===== config.mk =====
export PLATFORM = sky130hd
export DESIGN_NAME = imem_loader
export DESIGN_NICKNAME = d
export VERILOG_FILES = /design/src/rtl/imem_loader_pkg.sv /design/src/rtl/imem_loader_byte_packer.sv /design/src/rtl/imem_loader.sv
export SDC_FILE = /design/constraint.sdc
export NUM_CORES = 1
export LEC_CHECK = 0
export ABC_AREA = 1
export BUFFER_PORTS_ARGS = -buffer_cell sky130_fd_sc_hd__buf_2
export CAP_MARGIN = 10
export CORE_UTILIZATION = 30
export CTS_BUF_LIST = sky130_fd_sc_hd__clkbuf_4 sky130_fd_sc_hd__clkbuf_8 sky130_fd_sc_hd__clkbuf_16
export DETAILED_ROUTE_END_ITERATION = 7
export PLACE_DENSITY = 0.47
export SKIP_CTS_REPAIR_TIMING = 1
export SLEW_MARGIN = 30
export SYNTH_ARGS = -nofsm -noshare
export SYNTH_HDL_FRONTEND = slang
export SYNTH_SLANG_ARGS = --single-unit
export TNS_END_PERCENT = 100

===== constraint.sdc =====
create_clock -name clk -period 2.21 [get_ports clk]
set_input_delay 0.442 -clock clk [delete_from_list [all_inputs] [get_ports clk]]
set_output_delay 0.442 -clock clk [all_outputs]
set_load 0.1 [all_outputs]

===== src/rtl/imem_loader_pkg.sv =====
// ---------------------------------------------------------------------------
// imem_loader_pkg
//   Shared types and constants for the instruction-memory loader.
//   loader_state_t : frame-parsing FSM states
//   SYNC_BYTE_DEF  : default frame start marker
//   BYTE_W/WORD_W/LEN_W : widths of a stream byte, a memory word, the length field
// ---------------------------------------------------------------------------
package imem_loader_pkg;

   typedef enum logic [2:0] {
      IDLE,
      LEN0,
      LEN1,
      DATA,
      CSUM,
      DONE,
      ERROR
   } loader_state_t;

   localparam logic [7:0] SYNC_BYTE_DEF = 8'hA5;
   localparam int         BYTE_W        = 8;
   localparam int         WORD_W        = 32;
   localparam int         LEN_W         = 16;

endpackage


===== src/rtl/imem_loader_byte_packer.sv =====
// ---------------------------------------------------------------------------
// imem_loader_byte_packer
//   Packs a little-endian byte stream into 32-bit words.
//   clk, rst      : clock, asynchronous active-low reset
//   clear         : force the byte index back to 0 (start of a new frame)
//   byte_valid    : accept byte_data this cycle
//   byte_data     : incoming byte
//   byte_idx      : position (0..3) the next accepted byte will occupy
//   word_ready    : one-cycle pulse, the cycle after the 4th byte is accepted
//   word_data     : packed word, valid while word_ready is high (held after)
// ---------------------------------------------------------------------------
module imem_loader_byte_packer
   import imem_loader_pkg::*;
(
   input  logic              clk,
   input  logic              rst,
   input  logic              clear,
   input  logic              byte_valid,
   input  logic [BYTE_W-1:0] byte_data,
   output logic [1:0]        byte_idx,
   output logic              word_ready,
   output logic [WORD_W-1:0] word_data
);

   logic [1:0]        idx_q,   idx_d;
   logic [23:0]       sr_q,    sr_d;
   logic              ready_q, ready_d;
   logic [WORD_W-1:0] word_q,  word_d;

   always_comb begin
      idx_d   = idx_q;
      sr_d    = sr_q;
      ready_d = 1'b0;
      word_d  = word_q;
      if (clear) begin
         idx_d = 2'd0;
      end else if (byte_valid) begin
         if (idx_q == 2'd3) begin
            // sr_q holds bytes 0..2 with byte 0 in the low lane
            word_d  = {byte_data, sr_q};
            ready_d = 1'b1;
            idx_d   = 2'd0;
         end else begin
            // shift in from the top so earlier bytes settle toward bit 0
            sr_d  = {byte_data, sr_q[23:8]};
            idx_d = idx_q + 2'd1;
         end
      end
   end

   always_ff @(posedge clk or negedge rst) begin
      if (!rst) begin
         idx_q   <= 2'd0;
         sr_q    <= 24'd0;
         ready_q <= 1'b0;
         word_q  <= '0;
      end else begin
         idx_q   <= idx_d;
         sr_q    <= sr_d;
         ready_q <= ready_d;
         word_q  <= word_d;
      end
   end

   assign byte_idx   = idx_q;
   assign word_ready = ready_q;
   assign word_data  = word_q;

endmodule


===== src/rtl/imem_loader.sv =====
// ---------------------------------------------------------------------------
// imem_loader
//   Receives a framed byte stream (SYNC, LEN_LO, LEN_HI, 4N data bytes, CSUM)
//   and writes the payload into instruction memory one word at a time. The
//   core is held (core_run=0) until a frame's XOR checksum verifies.
//   clk, rst        : clock, asynchronous active-low reset
//   in_valid/in_data/in_ready : byte stream handshake
//   restart         : pulse, leaves DONE/ERROR for IDLE
//   wr_en/wr_addr/wr_data : instruction memory write port
//   core_run        : core may fetch
//   done / error    : frame accepted / frame rejected
// ---------------------------------------------------------------------------
module imem_loader
   import imem_loader_pkg::*;
#(
   parameter int              ADDR_W    = 10,
   parameter logic [7:0]      SYNC_BYTE = SYNC_BYTE_DEF,
   parameter int              BASE_ADDR = 0
) (
   input  logic              clk,
   input  logic              rst,
   input  logic              in_valid,
   input  logic [7:0]        in_data,
   output logic              in_ready,
   input  logic              restart,
   output logic              wr_en,
   output logic [ADDR_W-1:0] wr_addr,
   output logic [31:0]       wr_data,
   output logic              core_run,
   output logic              done,
   output logic              error
);

   localparam logic [LEN_W:0]    MAX_WORDS = (LEN_W+1)'(2**ADDR_W);
   localparam logic [ADDR_W-1:0] BASE      = ADDR_W'(BASE_ADDR);

   loader_state_t     state_q, state_d;
   logic [LEN_W-1:0]  len_q, len_d;
   logic [LEN_W-1:0]  word_cnt_q, word_cnt_d;
   logic [7:0]        csum_q, csum_d;
   logic [ADDR_W-1:0] addr_q, addr_d;
   logic              run_q, run_d;
   logic              done_q, done_d;
   logic              err_q, err_d;

   logic              xfer;
   logic              pk_clear;
   logic              pk_valid;
   logic [1:0]        pk_idx;
   logic              pk_ready;
   logic [31:0]       pk_word;
   logic [LEN_W-1:0]  len_new;

   assign in_ready = (state_q != DONE) && (state_q != ERROR);
   assign xfer     = in_valid && in_ready;
   assign len_new  = {in_data, len_q[7:0]};
   assign pk_clear = (state_q == IDLE) && xfer && (in_data == SYNC_BYTE);
   assign pk_valid = (state_q == DATA) && xfer;

   imem_loader_byte_packer u_packer (
      .clk        (clk),
      .rst        (rst),
      .clear      (pk_clear),
      .byte_valid (pk_valid),
      .byte_data  (in_data),
      .byte_idx   (pk_idx),
      .word_ready (pk_ready),
      .word_data  (pk_word)
   );

   always_comb begin
      state_d    = state_q;
      len_d      = len_q;
      word_cnt_d = word_cnt_q;
      csum_d     = csum_q;
      addr_d     = addr_q;
      run_d      = run_q;
      done_d     = done_q;
      err_d      = err_q;

      // address advances once the word currently on the port has been written
      if (pk_ready) addr_d = addr_q + ADDR_W'(1);

      unique case (state_q)
         IDLE: begin
            if (xfer && (in_data == SYNC_BYTE)) begin
               state_d    = LEN0;
               run_d      = 1'b0;
               done_d     = 1'b0;
               err_d      = 1'b0;
               csum_d     = 8'h00;
               word_cnt_d = '0;
               addr_d     = BASE;
            end
         end
         LEN0: begin
            if (xfer) begin
               len_d[7:0] = in_data;
               state_d    = LEN1;
            end
         end
         LEN1: begin
            if (xfer) begin
               len_d = len_new;
               if ({1'b0, len_new} > MAX_WORDS) begin
                  state_d = ERROR;
                  err_d   = 1'b1;
                  run_d   = 1'b0;
               end else if (len_new == '0) begin
                  state_d = CSUM;
               end else begin
                  state_d = DATA;
               end
            end
         end
         DATA: begin
            if (xfer) begin
               csum_d = csum_q ^ in_data;
               if (pk_idx == 2'd3) begin
                  word_cnt_d = word_cnt_q + LEN_W'(1);
                  if (word_cnt_q == len_q - LEN_W'(1)) state_d = CSUM;
               end
            end
         end
         CSUM: begin
            if (xfer) begin
               if (in_data == csum_q) begin
                  state_d = DONE;
                  done_d  = 1'b1;
                  run_d   = 1'b1;
               end else begin
                  state_d = ERROR;
                  err_d   = 1'b1;
                  run_d   = 1'b0;
               end
            end
         end
         DONE, ERROR: begin
            // core_run deliberately untouched: a running core keeps running
            // until the next sync byte arrives
            if (restart) begin
               state_d = IDLE;
               done_d  = 1'b0;
               err_d   = 1'b0;
            end
         end
         default: state_d = IDLE;
      endcase
   end

   always_ff @(posedge clk or negedge rst) begin
      if (!rst) begin
         state_q    <= IDLE;
         len_q      <= '0;
         word_cnt_q <= '0;
         csum_q     <= 8'h00;
         addr_q     <= BASE;
         run_q      <= 1'b0;
         done_q     <= 1'b0;
         err_q      <= 1'b0;
      end else begin
         state_q    <= state_d;
         len_q      <= len_d;
         word_cnt_q <= word_cnt_d;
         csum_q     <= csum_d;
         addr_q     <= addr_d;
         run_q      <= run_d;
         done_q     <= done_d;
         err_q      <= err_d;
      end
   end

   assign wr_en    = pk_ready;
   assign wr_data  = pk_word;
   assign wr_addr  = addr_q;
   assign core_run = run_q;
   assign done     = done_q;
   assign error    = err_q;

endmodule


==> flow_summary.toml <==
[synth]
syn_nets = 722
syn_area_mm2 = 0.00583
synth_ff_type = "dfrtp_1"
yosysUniqueCellTypes = 36
synth_top_family_by_area = "simple AND/OR/NAND/NOR gates"
synth_compound_area_share_pct = 9.79
yosysTopAreaCell = "dfrtp_1"
synth-xor-area-share_pct = 5.26
synth_seq_cells = 115
yosys.area_share.simple_pct = 24.5
seq_area_frac_synth_pct = 49.4
synth_edf_count = 0
netlist_top_cells_area = "dfrtp_1 49%, nand2_1 10%, nor2_1 6.6%, inv_1 4.8%, o21ai_0 4.2%"
avgSynthCellArea_um2 = 8.27
synth_cells = 705
synthAdderAreaFrac_pct = 1.07
synth.area.mux_share_pct = 3.09
postSynth.asyncResetShare_pct = 100
synth_top_area_share_pct = 49.4
yosysWarningCount = 0

[die]
fp.dieH_um = 141
dieWidth_um = 141
core.rowCount = 50
core_area_mm2 = 0.0189
ios = 59
initial_utilization_pct = 30.8
fp.dieArea_mm2 = 0.0200

[timing]
setup_viol = 0
fmax_ghz = 0.498
whs_ns = 0.0613
hold_viol_final = 0
rsz0062_at_grt = "no"
min_period_over_period_pct = 90.8
min_period_ns = 2.01
setup_slack_ns = 0.203
setup_tns_ns = 0
worstMarginPinSlew_ns = 0.651
skew_ns = 0.00990
relSlewSlack_pct = 56.6
slew_viol_final = 0

[setup_path]
worstPathArrival_ns = 1.57
cpMaxStageDelayCell = "buf_2"
cp.required_ns = 1.77
startpoint = "state_q[0]$_DFFE_PN0P_"
r2r-start = "state_q[0]$_DFFE_PN0P_"
crit_path_max_fanout = 5
path_cells = "inv_1 > nand2_2 > nand3_2 > buf_2"
worstSetupPathType = "flop to output port"
critPathTopFamily = "buffers and inverters"
cp_num_buf_inv = 2
startpoint_type = "flop"
cpPeakStageDelay_ns = 0.44
cp-end-kind = "output port"

[global_routing]
grt_pass1_wl_um = 25100
grt_pass1_vias = 4804
antenna_found_initial = 0
gr-total-overflow = 0
grt_util_all_layers_pct = 16.4
grt_max_degree = 46

[layout]
area_delta_synth_final_pct = 23.7
antennaDiodeCount = 0
fin_cells = 1061
ff_latch_area_mm2 = 0.00288
multi_input_area_mm2 = 0.00256
nFillCells = 1998
drive_gt1_share_pct = 19.7
final_common_cell = "nand2_1"
final_nets = 805
layout_common_cells = "159 x nand2_1, 115 x dfrtp_1, 101 x nor2_1"
final_util_pct = 38.2

[clock_tree]
insertion_delay_ns = 0.42
cts_buffer_depth = 2
cts_tree = "built"
htreeDepth = 4
clk_pin_slew_worst_paths_ns = 0.06
numCtsBuffers = 17
clkSinkCount = 115
cts-root-buf = "clkbuf_16"

[power_and_ir_drop]
vdd_drop_max_mv = 1.13
leakage_nw = 3.46
power_density_mw_per_mm2 = 1740

[placed_design]
place_inst = 1028
dpl.hpwl_um = 11200
port_buffers = 58
dpl_worst_slack_ns = 0.177
place_congestion = 0.865

[drt]
drt_iter0_markers = 347
via_per_inst = 4.43
drcViolationCount = 0
vias = 4698
ant_nets = 0
dr.pass1.iters = 4
drt_wl_total_um = 15100
avgRoutedWirePerCell_um = 14.2

[run_status]
status = "completed"

[flow_run]
maxCapViolations = 0

[min_path]
hold_path_class = "input port to asynchronous set/reset pin"
through the flow:
| stage | area, um2 | total power [mW] |
|---|---|---|
| 6_report | 7210 | 12.5 |
| 5_1_grt | 7210 | 13.4 |
| 4_1_cts | 7190 | 12.6 |
| 3_5_place_dp | 6540 | 9.53 |
| 3_3_place_gp | 6540 | 9.51 |
| 2_1_floorplan | 5830 | 8.23 |
report_power, final:
group	switching [mW]	internal (mW)
clock	1.01	2.00
combinational	4.43	1.40
sequential	0.717	2.97
worst reg2reg max path: stages, from the launching register on:
cell     delay [ns]
dfrtp_1        0.43
inv_1          0.09
nand2_2        0.08
nand3_2        0.11
inv_2          0.03
nor2_1         0.13
nand4_1        0.15
inv_2          0.10
nand2_4        0.09
nand2_8        0.14
o21ai_4        0.12
inv_4          0.23
nand3_1        0.12
o21ai_1        0.08
cells in the mapped netlist (2+ instances only):
master,count
nor2_1,103
nand2_2,2
nor3_1,9
nand3_2,2
inv_1,74
a21oi_1,33
nand2_1,160
buf_2,6
nor4_1,3
o21ai_1,10
xor2_1,21
xnor2_1,14
dfrtp_1,115
nand4_1,11
o21ai_2,7
ha_1,5
inv_2,5
clkbuf_1,5
mux2_2,16
nand3_1,33
buf_4,3
o21ai_0,49
nor2_4,4
nand3b_1,3
cell type report:
cell class / instances / share of cell area, %
clock buffer: 21 / 6.58
clock inverter: 11 / 2.40
inverter: 80 / 4.20
multi-input combinational: 494 / 35.5
sequential: 115 / 39.9
tap: 260 / 4.51
timing repair buffer: 80 / 6.87
state kept, by name (all words and copies together), names as in the netlist, 2 cells and up:
signal	count
u_packer.sr_q	24
csum_q	8
len_q	16
wr_addr	10
word_cnt_q	16
u_packer.byte_idx	2
u_packer.word_data	32
state_q	3
kinds of logic (layout without fill, tap and decap cells):
| kind of cell | count (synthesis) | count (layout) |
|---|---|---|
| flip-flops | 115 | 115 |
| buffers and inverters | 96 | 192 |
| AO/OA/AOI/OAI | 104 | 104 |
| AND/OR/NAND/NOR | 334 | 334 |
| adder cells (fa/ha/maj) | 5 | 5 |
| XOR/XNOR | 35 | 35 |
| multiplexers | 16 | 16 |
worst paths after layout:
| path | to | cells past startpoint | slack, ns |
|---|---|---|---|
| worst max register to register | word_cnt_q[6]$_DFFE_PN0P_ | 13 | 0.23 |
| worst min register to register | core_run$_DFFE_PN0P_ | 2 | 0.48 |
| worst min-delay path | u_packer.word_data[1]$_DFFE_PN0P_ | 1 | 0.06 |
| min in group clk | u_packer.sr_q[20]$_DFFE_PN0P_ | 3 | 0.31 |
| worst max-delay path | in_ready | 4 | 0.20 |
| max in group asynchronous | word_cnt_q[9]$_DFFE_PN0P_ | 2 | 1.55 |
per-layer routing:
metal / wire (um) / track usage, %
met1: 7620 / 23.0
met5: 0 / 0
met4: 208 / 5.43
met2: 6670 / 25.0
met3: 571 / 3.68
Note: power is estimated with default switching activity, not from simulation.
